--- src/rtl/return_addr_stack_if.sv ---
// Return-address-stack bus.
// Groups the push/pop/flush request signals driven by the requester together
// with the popped value, occupancy and status flags returned by the stack.
//   master : drives writeStack, readStack, flush, pc; observes results
//   slave  : the stack itself
interface return_addr_stack_if #(
  parameter int WIDTH = 32,
  parameter int DEPTH = 8
);
  localparam int CNT_W = $clog2(DEPTH + 1);

  logic             writeStack;
  logic             readStack;
  logic             flush;
  logic [WIDTH-1:0] pc;
  logic [WIDTH-1:0] stackOut;
  logic             stackValid;
  logic [CNT_W-1:0] count;
  logic             stackEmpty;
  logic             stackFull;
  logic             stackOverflow;
  logic             stackUnderflow;

  modport master (
    output writeStack, readStack, flush, pc,
    input  stackOut, stackValid, count, stackEmpty, stackFull,
           stackOverflow, stackUnderflow
  );

  modport slave (
    input  writeStack, readStack, flush, pc,
    output stackOut, stackValid, count, stackEmpty, stackFull,
           stackOverflow, stackUnderflow
  );
endinterface

--- src/rtl/return_addr_stack.sv ---
// Return address stack: circular buffer of DEPTH return addresses with a top
// pointer. Supports push, pop, simultaneous push+pop (replace top / bypass
// when empty), synchronous flush and sticky overflow/underflow flags.
// Ports:
//   clock  : rising-edge clock
//   reset  : asynchronous active-low reset
//   bus    : return_addr_stack_if.slave (requests in, popped value/flags out)
// Parameters:
//   WIDTH    : address width
//   DEPTH    : number of entries (power of two, >= 2)
//   OVF_MODE : 0 = drop push when full, 1 = overwrite oldest entry
module return_addr_stack #(
  parameter int WIDTH    = 32,
  parameter int DEPTH    = 8,
  parameter int OVF_MODE = 0
) (
  input  logic                clock,
  input  logic                reset,
  return_addr_stack_if.slave  bus
);

  localparam int PTR_W = $clog2(DEPTH);
  localparam int CNT_W = $clog2(DEPTH + 1);
  localparam logic [CNT_W-1:0] FULL_CNT = CNT_W'(DEPTH);

  logic [WIDTH-1:0] mem [DEPTH];

  logic [PTR_W-1:0] top, top_nxt, wr_addr;
  logic [CNT_W-1:0] cnt, cnt_nxt;
  logic [WIDTH-1:0] out_p1, out_nxt;
  logic             vld_p1, vld_nxt;
  logic             ovf, ovf_nxt;
  logic             unf, unf_nxt;
  logic             wr_en;
  logic             empty, full;

  assign empty = (cnt == '0);
  assign full  = (cnt == FULL_CNT);

  // Request decode: next state of pointer, count, output and flags
  always_comb begin
    top_nxt = top;
    cnt_nxt = cnt;
    out_nxt = out_p1;
    vld_nxt = 1'b0;
    ovf_nxt = ovf;
    unf_nxt = unf;
    wr_en   = 1'b0;
    wr_addr = top + PTR_W'(1);

    if (bus.flush) begin
      top_nxt = '0;
      cnt_nxt = '0;
      out_nxt = '0;
      ovf_nxt = 1'b0;
      unf_nxt = 1'b0;
    end else begin
      case ({bus.writeStack, bus.readStack})
        2'b10: begin
          if (!full) begin
            wr_en   = 1'b1;
            top_nxt = top + PTR_W'(1);
            cnt_nxt = cnt + CNT_W'(1);
          end else begin
            ovf_nxt = 1'b1;
            // When full, top+1 is the oldest entry, so wrapping overwrites it.
            if (OVF_MODE != 0) begin
              wr_en   = 1'b1;
              top_nxt = top + PTR_W'(1);
            end
          end
        end
        2'b01: begin
          if (!empty) begin
            out_nxt = mem[top];
            vld_nxt = 1'b1;
            top_nxt = top - PTR_W'(1);
            cnt_nxt = cnt - CNT_W'(1);
          end else begin
            unf_nxt = 1'b1;
          end
        end
        2'b11: begin
          // Call+return in one cycle: return the current top and replace it,
          // or forward pc straight through when nothing is stacked.
          vld_nxt = 1'b1;
          if (!empty) begin
            out_nxt = mem[top];
            wr_en   = 1'b1;
            wr_addr = top;
          end else begin
            out_nxt = bus.pc;
          end
        end
        default: ;
      endcase
    end
  end

  // Control and output registers
  always_ff @(posedge clock or negedge reset) begin
    if (!reset) begin
      top    <= '0;
      cnt    <= '0;
      out_p1 <= '0;
      vld_p1 <= 1'b0;
      ovf    <= 1'b0;
      unf    <= 1'b0;
    end else begin
      top    <= top_nxt;
      cnt    <= cnt_nxt;
      out_p1 <= out_nxt;
      vld_p1 <= vld_nxt;
      ovf    <= ovf_nxt;
      unf    <= unf_nxt;
    end
  end

  // Storage (no reset); writes are suppressed while reset is held so an
  // aborted push leaves no trace.
  always_ff @(posedge clock) begin
    if (wr_en && reset)
      mem[wr_addr] <= bus.pc;
  end

  assign bus.stackOut       = out_p1;
  assign bus.stackValid     = vld_p1;
  assign bus.count          = cnt;
  assign bus.stackEmpty     = empty;
  assign bus.stackFull      = full;
  assign bus.stackOverflow  = ovf;
  assign bus.stackUnderflow = unf;

endmodule

--- src/flat_wrapper.sv ---
// flat-port wrapper written by rule: the top's interface ports become plain ports
module return_addr_stack_flat 
#(
  parameter int WIDTH    = 32,
  parameter int DEPTH    = 8,
  parameter int OVF_MODE = 0
)
  (clock, reset, bus_writeStack, bus_readStack, bus_flush, bus_pc, bus_stackOut, bus_stackValid, bus_count, bus_stackEmpty, bus_stackFull, bus_stackOverflow, bus_stackUnderflow);
  return_addr_stack_if #(.WIDTH(WIDTH), .DEPTH(DEPTH)) bus_i ();
  input  logic clock;
  input  logic reset;
  input wire logic [$bits(bus_i.writeStack)-1:0] bus_writeStack;
  input wire logic [$bits(bus_i.readStack)-1:0] bus_readStack;
  input wire logic [$bits(bus_i.flush)-1:0] bus_flush;
  input wire logic [$bits(bus_i.pc)-1:0] bus_pc;
  output wire logic [$bits(bus_i.stackOut)-1:0] bus_stackOut;
  output wire logic [$bits(bus_i.stackValid)-1:0] bus_stackValid;
  output wire logic [$bits(bus_i.count)-1:0] bus_count;
  output wire logic [$bits(bus_i.stackEmpty)-1:0] bus_stackEmpty;
  output wire logic [$bits(bus_i.stackFull)-1:0] bus_stackFull;
  output wire logic [$bits(bus_i.stackOverflow)-1:0] bus_stackOverflow;
  output wire logic [$bits(bus_i.stackUnderflow)-1:0] bus_stackUnderflow;
  assign bus_i.writeStack = bus_writeStack;
  assign bus_i.readStack = bus_readStack;
  assign bus_i.flush = bus_flush;
  assign bus_i.pc = bus_pc;
  assign bus_stackOut = bus_i.stackOut;
  assign bus_stackValid = bus_i.stackValid;
  assign bus_count = bus_i.count;
  assign bus_stackEmpty = bus_i.stackEmpty;
  assign bus_stackFull = bus_i.stackFull;
  assign bus_stackOverflow = bus_i.stackOverflow;
  assign bus_stackUnderflow = bus_i.stackUnderflow;
  return_addr_stack #(.WIDTH(WIDTH), .DEPTH(DEPTH), .OVF_MODE(OVF_MODE)) u_core (.clock(clock), .reset(reset), .bus(bus_i));
endmodule
--- config.mk ---
export PLATFORM = sky130hd
export DESIGN_NAME = return_addr_stack_flat
export DESIGN_NICKNAME = d
export VERILOG_FILES = /design/src/rtl/return_addr_stack_if.sv /design/src/rtl/return_addr_stack.sv /design/src/flat_wrapper.sv
export SDC_FILE = /design/constraint.sdc
export NUM_CORES = 1
export LEC_CHECK = 0
export CAP_MARGIN = 30
export CORE_MARGIN = 1.5
export CORE_UTILIZATION = 63
export DETAILED_ROUTE_END_ITERATION = 16
export DONT_BUFFER_PORTS = 1
export PLACE_DENSITY_LB_ADDON = 0.2
export SETUP_SLACK_MARGIN = 0.3
export SKIP_CTS_REPAIR_TIMING = 1
export SYNTH_ARGS = -nofsm -noshare
export SYNTH_HDL_FRONTEND = slang
export SYNTH_SLANG_ARGS = --single-unit
--- constraint.sdc ---
create_clock -name clock -period 4.35 [get_ports clock]
set_input_delay 0.2175 -clock clock [delete_from_list [all_inputs] [get_ports clock]]
set_output_delay 0.2175 -clock clock [all_outputs]
set_load 0.01 [all_outputs]
* Word level (Yosys, flattened, before mapping)
Memory sizes are Yosys's and may differ from the RTL's. Cells that the tools add are included.
Storage, ports and cells: bits of input ports 37, memories 1, flip-flop bits (word level) 42, word-level logic and storage cells 58, bits in writable memories 256, output and inout bits 41
Operators by class: reduce and logical (&&, ||, !) cells 12, equal/unequal tests 6, add/subtract/negate cells 4, multiplexer cells 29
Memory list:
- u_core.mem | words 8, bits a word 32, read ports 1, clocked after Yosys merged registers in 0, wr ports 1, line return_addr_stack.sv:26 | logic [WIDTH-1:0] mem [DEPTH];
Operators with widths (number):
- 32-bit 2-to-1 mux | 3
- 32-bit case mux with 2 select lines | 1
- 3-bit 2-to-1 mux | 6
- 1-bit 2-to-1 mux | 12
- 4-bit 2-to-1 mux | 3
- 4-bit case mux with 2 select lines | 1
- 2-bit nonzero test | 4
- 3-bit inequality test (second input constant) | 2
- 3-bit case mux with 2 select lines | 1
- 2-bit AND reduction | 3
- 3-bit nonzero test | 2
- 4-bit by 1-bit adder with 4-bit output (second input constant) | 1
- 2-bit equality test (second input constant) | 2
- 4-bit equality test (second input constant) | 1
- 4-bit zero test | 1
- 1-bit case mux with 2 select lines | 2
- 4-bit by 1-bit subtractor with 4-bit output (second input constant) | 1
- 3-bit by 1-bit adder with 3-bit output (second input constant) | 1
- 3-bit AND reduction | 1
- 3-bit by 1-bit subtractor with 3-bit output (second input constant) | 1
- 2-bit by 1-bit equality test with 1-bit output (second input constant) | 1
- 1-bit logical AND | 1

* Longest topological paths before layout
Gate-level depths: netlist of the first run.
depth in word-level cells 7, gate-level depth with buffers 8, depth with buffers taken out 6

* Worst setup path before layout of the first run
Ideal clock, no wire load.
kind flip-flop to flip-flop, start point reg u_core.cnt[1] (netlist: u_core.bus.count[1]), end point mem u_core.mem[2][0] (enable), buffers on the path 1, stages on the path, launching flop included 7, required time 3.925 ns, arrival time 2.937 ns, clock period less this slack 3.362 ns, library setup time 0.425 ns, path slack 0.988 ns, cells stage by stage dfrtp_1 buf_6 or4_4 clkinv_2 o21ai_1 o32ai_1 nor2b_1
Between the ends: longest elaborated chain between the ends 7, elaborated cells between the ends (all ways) 12, those cells by class eq/ne (1); mux (9); reduce/logical (2)
RTL lines:
- start, declared | line return_addr_stack.sv:29 | logic [CNT_W-1:0] cnt, cnt_nxt;
- start signal, assigned | line return_addr_stack.sv:111 | cnt <= cnt_nxt;
- 4-bit zero test (*) | line return_addr_stack.sv:37 | assign empty = (cnt == '0);
- net bus_stackEmpty | line flat_wrapper.sv:19 | output wire logic [$bits(bus_i.stackEmpty)-1:0] bus_stackEmpty;
- 1-bit 2-to-1 mux | line return_addr_stack.sv:87 | if (!empty) begin
- 1-bit case mux with 2 select lines | line return_addr_stack.sv:58 | case ({bus.writeStack, bus.readStack})
- 1-bit 2-to-1 mux | line return_addr_stack.sv:51 | if (bus.flush) begin
- 1-bit logical AND | line return_addr_stack.sv:122 | if (wr_en && reset)
- 1-bit 2-to-1 mux | line return_addr_stack.sv:122
- 1-bit 2-to-1 mux (implied by the code) | line return_addr_stack.sv:123 | mem[wr_addr] <= bus.pc;
- end, declared | line return_addr_stack.sv:26
Mark *: on every way through the listed nets, which the timed path passes. The rest lies on a longest branch.

* Worst setup path in the final report of the first run
start point reg u_core.cnt[1] (netlist: u_core.bus.count[1]), end point mem u_core.mem[1][5] (enable)
Same word-level chain as after synthesis.

==> results.py, run 1 <==
metrics = {
    "setup_path": {
        "rrSetupSlack_ps": 1160,
        "crit_type": "reg -> reg",
        "critPathMaxFanout": 38,
        "critical_path_buf_inv_count": 2,
        "critPathRequiredTime_ps": 4600,
        "r2r-start": "u_core.bus.count[1]",
        "crit_start": "u_core.bus.count[1]",
        "critPathMaxStageDelay_ps": 860,
        "cpLargestDelayFamily": "simple AND/OR/NAND/NOR gates",
        "start_kind": "flip-flop",
        "critPathArrivalTime_ps": 3440,
        "crit_chain": "or4_4 -> clkinv_2 -> o21ai_1 -> o32a_1 -> nor2_4 -> buf_4",
        "ff2ff_path_depth": 6,
        "crit-reg2reg-capture": "u_core.mem[1][5]",
        "worst_setup_path_end_kind": "flip-flop",
        "cp_slowest_cell": "or4_4",
    },
    "timing": {
        "post-route-min-period_ps": 3190,
        "fmax_mhz": 313,
        "tns_ps": 0,
        "final-hold-violation-count": 11,
        "relSlewSlack_pct": 43.3,
        "whs_ps": -23.9,
        "period_share_pct": 73.3,
        "rsz0062_at_grt": "no",
        "setup_violations": 0,
        "worst_slew_pin_slew_ps": 851,
        "fin_worst_skew_ps": 8.04,
        "final_max_slew_viol_count": 0,
    },
    "finish": {
        "antenna_cells": 0,
        "final_common_cell": "edfxtp_1",
        "syn_to_final_growth_pct": 13.6,
        "post-route-util_pct": 73.5,
        "layout_common_cells": "256 x edfxtp_1, 64 x mux4_2, 40 x dfrtp_1",
        "drive_gt1_share_pct": 25.3,
        "num-nets-final": 733,
    },
    "place": {
        "hpwl_microns": 13700,
        "gp_congestion": 0.770,
        "io_buffers": 0,
    },
    "floorplan": {
        "die-area_sq_mm": 0.0203,
        "rows": 50,
        "initial_core_util_pct": 64.7,
        "die_h_microns": 142,
        "core-area_sq_mm": 0.0189,
        "die_x_microns": 142,
        "pin_count": 78,
    },
    "synth": {
        "async_reset_ff_share_pct": 14.1,
        "synth_nets": 691,
        "ys_top_cells_by_area": "edfxtp_1 63%, mux4_2 12%, dfrtp_1 8.6%",
        "dominantRegCellSynth": "edfxtp_1",
        "ys_warn_count": 0,
        "synthesis.area_sq_mm": 0.0122,
        "synth_edf_count": 256,
        "ys_seq_elements": 298,
        "netlist_instances": 650,
        "yosysTopAreaCell": "edfxtp_1",
        "synth_seq_area_share_pct": 71.4,
        "syn_area_per_cell_sq_um": 18.8,
        "ys_types": 43,
        "synth_top_area_share_pct": 62.9,
    },
    "power_and_ir_drop": {
        "vdd_drop_max_mv": 0.431,
        "powerDensity_mw_per_mm2": 591,
        "p_leak_uw": 0.00449,
    },
    "drt": {
        "viasPerCell": 6.62,
        "drc": 0,
        "dr.pass1.iters": 5,
        "totalWireLength_microns": 25800,
        "ant_nets": 0,
        "vias": 6463,
        "drt_iter0_markers": 553,
        "wire_per_inst_microns": 26.5,
    },
    "clock_network": {
        "clk-insertion-delay-late_ps": 550,
        "cts_root_buffer": "clkbuf_16",
        "clk_pin_slew_ps": 60,
        "cts.htree.levels": 1,
        "clock_sinks": 298,
        "cts_tree": "done",
        "cts_buffers": 30,
        "cts_max_path_buffers": 3,
    },
    "global_route": {
        "grt_pass1_vias": 6585,
        "grt_pass1_wl_microns": 38300,
        "grt_antenna_before_repair": 0,
        "grt_overflow_total": 0,
        "grt_max_degree": 54,
        "grt_usage_pct": 25.8,
    },
    "flow_run": {
        "maxCapViolCount": 0,
    },
    "hold_path": {
        "min_delay_path_depth": 3,
        "hold_path_startpoint": "bus_pc[4]",
        "hold_path.class": "in -> reg",
        "hold-path-endpoint": "u_core.bus.stackOut[4]",
    },
    "run_status": {
        "violations": "negative hold slack",
        "status": "finished, violations left",
    },
}
[routing by layer]
layer | part of all wire, % | routed length, microns | vias to the layer above | GRT usage (%)
li1 | - | - | 2741 | -
met1 | 41 | 10500 | 3351 | 37.3
met2 | 49 | 12600 | 325 | 40.9
met3 | 9.0 | 2320 | 46 | 5.18
met4 | 1.8 | 461 | 0 | 7.05
met5 | 0 | 0 | - | 0
[state kept, by name, summed over array words and instances (netlist names)]
register,flops
u_core.bus.stackUnderflow,1
u_core.top,3
u_core.bus.stackOut,32
u_core.mem,256
u_core.bus.stackOverflow,1
u_core.bus.stackValid,1
u_core.bus.count,4
[cell type report]
cell class	count	area, sq um
well taps	260	325
clock inverters	17	138
clock buffers	39	846
inverters	5	20.0
fillers	1102	5000
multi-input cells	300	3260
repair buffers	57	561
flip-flops and latches	298	8740
[worst register-to-register path: stages, from the launching register on]
cell and delay (ps):
dfrtp_1 510, or4_4 860, clkinv_2 270, o21ai_1 130
o32a_1 270, nor2_4 540, buf_4 310
[synth_stat cells (2+ instances only)]
cell type / count
a21oi_1: 37
a22oi_1: 3
a22oi_2: 29
a2bb2oi_1: 32
a31oi_1: 2
a32oi_1: 2
a32oi_2: 2
and2_1: 2
buf_2: 12
buf_6: 12
clkbuf_1: 22
dfrtp_1: 42
edfxtp_1: 256
ha_1: 4
inv_1: 4
mux2_2: 2
mux2i_1: 2
mux4_2: 64
nand2_1: 4
nand2b_1: 2
nand3b_1: 2
nor2_1: 13
nor2b_1: 37
nor3_1: 3
nor3_2: 2
o21a_1: 2
o21ai_0: 2
o21ai_1: 33
o32ai_1: 2
or4_4: 2
xnor2_1: 3
xor2_1: 3
[how the worst max path moves through the flow]
stage,end,slack (ps),cells past startpoint
after floorplan,u_core.mem[2][0],990,6
after CTS,u_core.mem[1][6],1140,6
after global placement,u_core.mem[1][31],1200,6
after global routing,u_core.mem[1][4],1040,6
final,u_core.mem[1][5],1160,6
after detailed placement,u_core.mem[1][7],1150,6
[where the power goes]
part           switching, uW  leakage [uW]  internal, uW  total [uW]
Clock                   1040      0.000494          1480        2530
Sequential               361       0.00286          3360        3720
Combinational            976       0.00114           994        1970
Total                   2380       0.00449          5840        8210
[through the flow]
step | total power [uW] | hold slack (ps) | cell area (sq um) | setup WS (ps) | std cells
6_report | 8210 | -23.9 | 13900 | 1160 | 976
3_3_place_gp | 5600 | -76.5 | 12500 | 1200 | 881
5_1_grt | 8550 | -5.46 | 13900 | 1040 | 976
2_1_floorplan | 5300 | -78.1 | 12200 | 988 | 650
4_1_cts | 8180 | -660 | 13500 | 1140 | 937
3_5_place_dp | 5670 | -76.3 | 12500 | 1150 | 881
[logic make-up after synthesis]
family                   Yosys count  synth area share (%)
AO/OA/AOI/OAI                    152                  9.69
XOR/XNOR                           6                 0.430
multiplexers                      68                  12.1
AND/OR/NAND/NOR                   69                  3.33
adder cells (fa/ha/maj)            5                 0.491
flip-flops                       298                  71.4
buffers and inverters             52                  2.48
(Power assumes the default switching activity.)
==> run 2: changes to the inputs <==
==> constraint.sdc (replaced) <==
create_clock -name clock -period 3.1 [get_ports clock]
set_input_delay 0.155 -clock clock [delete_from_list [all_inputs] [get_ports clock]]
set_output_delay 0.155 -clock clock [all_outputs]
set_load 0.01 [all_outputs]
==> results.py, run 2 (synthesized netlist as in run 1, its figures left out) <==
metrics = {
    "timing": {
        "whs_ps": -26.3,
        "rsz0062_at_grt": "no",
        "setup_violations": 0,
        "relSlewSlack_pct": 44.3,
        "final-hold-violation-count": 3,
        "final_max_slew_viol_count": 0,
        "period_share_pct": 85.4,
        "fmax_mhz": 378,
        "post-route-min-period_ps": 2650,
        "worst_slew_pin_slew_ps": 836,
        "fin_worst_skew_ps": 7.59,
    },
    "setup_path": {
        "r2r-start": "u_core.bus.count[3]",
        "cp-endpoint": "u_core.mem[3][22]",
        "rrSetupSlack_ps": 450,
        "crit_chain": "or4_4 -> clkinv_2 -> buf_4 -> o21ai_1 -> o32ai_1 -> nor2b_4 -> buf_4",
        "start_kind": "flip-flop",
        "critPathArrivalTime_ps": 2830,
        "worst_setup_path_end_kind": "flip-flop",
        "crit_top_cell": "buf_4",
        "critPathMaxStageDelay_ps": 570,
        "critPathMaxFanout": 21,
        "ff2ff_path_depth": 7,
        "critPathRequiredTime_ps": 3290,
        "crit_type": "reg -> reg",
        "cp_slowest_cell": "or4_4",
        "crit-reg2reg-capture": "u_core.mem[3][22]",
        "crit_start": "u_core.bus.count[3]",
    },
    "clock_network": {
        "cts_buffers": 29,
        "cts_root_buffer": "clkbuf_16",
        "clk_pin_slew_ps": 60,
        "cts.htree.levels": 1,
        "cts_max_path_buffers": 3,
        "clock_sinks": 298,
        "cts_tree": "done",
        "clk-insertion-delay-late_ps": 530,
    },
    "drt": {
        "drt_iter0_markers": 793,
        "dr.pass1.iters": 5,
        "ant_nets": 0,
        "totalWireLength_microns": 26900,
        "vias": 6577,
        "drc": 0,
        "viasPerCell": 6.69,
        "wire_per_inst_microns": 27.3,
    },
    "global_route": {
        "grt_overflow_total": 0,
        "grt_antenna_before_repair": 0,
        "grt_max_degree": 49,
        "grt_pass1_wl_microns": 40400,
        "grt_pass1_vias": 6768,
        "grt_usage_pct": 27.2,
    },
    "power_and_ir_drop": {
        "switching_share_pct": 28.7,
        "p_leak_uw": 0.00457,
        "p_int_uw": 8440,
        "p_clk_share_pct": 31.2,
        "combPwrFrac_pct": 26.1,
        "vdd_drop_max_mv": 0.525,
        "power_switching_uw": 3390,
        "total_power_uw": 11800,
        "powerDensity_mw_per_mm2": 841,
        "pwr-share-seq_pct": 42.7,
    },
    "run_status": {
        "status": "finished, violations left",
        "violations": "negative hold slack",
    },
    "finish": {
        "largest_register_ffs": 256,
        "final_common_cell": "edfxtp_1",
        "drive_gt1_share_pct": 26.1,
        "nFillCells": 1111,
        "top_register": "u_core.mem",
        "antenna_cells": 0,
        "layout_common_cells": "256 x edfxtp_1, 64 x mux4_2, 40 x dfrtp_1",
        "post-route-util_pct": 74.5,
        "num-nets-final": 742,
        "syn_to_final_growth_pct": 15.0,
    },
    "floorplan": {
        "die_x_microns": 142,
        "die-area_sq_mm": 0.0203,
        "core-area_sq_mm": 0.0189,
        "die_h_microns": 142,
        "initial_core_util_pct": 64.7,
        "pin_count": 78,
        "rows": 50,
    },
    "place": {
        "gp_congestion": 0.806,
        "io_buffers": 0,
        "hpwl_microns": 14900,
    },
    "hold_path": {
        "hold_path.class": "in -> reg",
    },
    "flow_run": {
        "maxCapViolCount": 0,
    },
}
[run 2: stage by stage]
stage | setup WS, ps | instance area (sq um) | hold slack (ps) | cells | TNS [ps]
floorplan | -203 | 12200 | -141 | 650 | -31130
global placement | 345 | 12600 | -139 | 888 | 0
detailed placement | 500 | 12600 | -139 | 890 | 0
CTS | 484 | 13600 | -702 | 943 | 0
global route | 366 | 14100 | 6.91 | 983 | 0
finish | 453 | 14100 | -26.3 | 983 | 0
[run 2: area by class of cell]
class,instances,area (sq um),share of cell area (%)
clock buffer,38,810,5.75
multi-input combinational,300,3260,23.2
tap,260,325,2.31
timing repair buffer,67,708,5.03
inverter,5,20.0,0.142
sequential,298,8740,62.1
clock inverter,15,203,1.44
[run 2: power by group through the flow]
stage	Clock, uW	Sequential (uW)	Combinational (uW)
final	3690	5050	3090
after global routing	3870	5090	3300
after CTS	3720	5050	2970
after detailed placement	0	5120	2950
after global placement	0	5100	2840
after floorplan	0	5040	2410
[run 2: metal layers]
metal	routed length, microns	share of wire (%)	vias to the layer above	global-route usage, %
met4	548	2.0	0	7.70
met5	0	0	-	0
met1	10700	40	3444	39.4
met2	13500	50	336	43.6
li1	-	-	2752	-
met3	2190	8.1	45	5.01
[run 2: how the worst min path moves through the flow]
| stage | cells past startpoint | slack [ps] | startpoint | to |
|---|---|---|---|---|
| 2_1_floorplan | 0 | -140 | reset | u_core.bus.count[0] |
| 3_3_place_gp | 0 | -140 | reset | u_core.bus.stackOut[2] |
| 3_5_place_dp | 0 | -140 | reset | u_core.bus.stackOut[2] |
| 4_1_cts | 0 | -700 | reset | u_core.bus.stackOut[30] |
| 5_1_grt | 3 | 7 | bus_readStack | u_core.bus.count[3] |
| 6_report | 3 | -30 | bus_readStack | u_core.bus.count[3] |
[run 2: critical path, delay by kind of cell (launching register included)]
kind,cells,cell delay [ps]
AO/OA/AOI/OAI,2,370
buffers and inverters,3,610
flip-flops,1,500
AND/OR/NAND/NOR,2,810
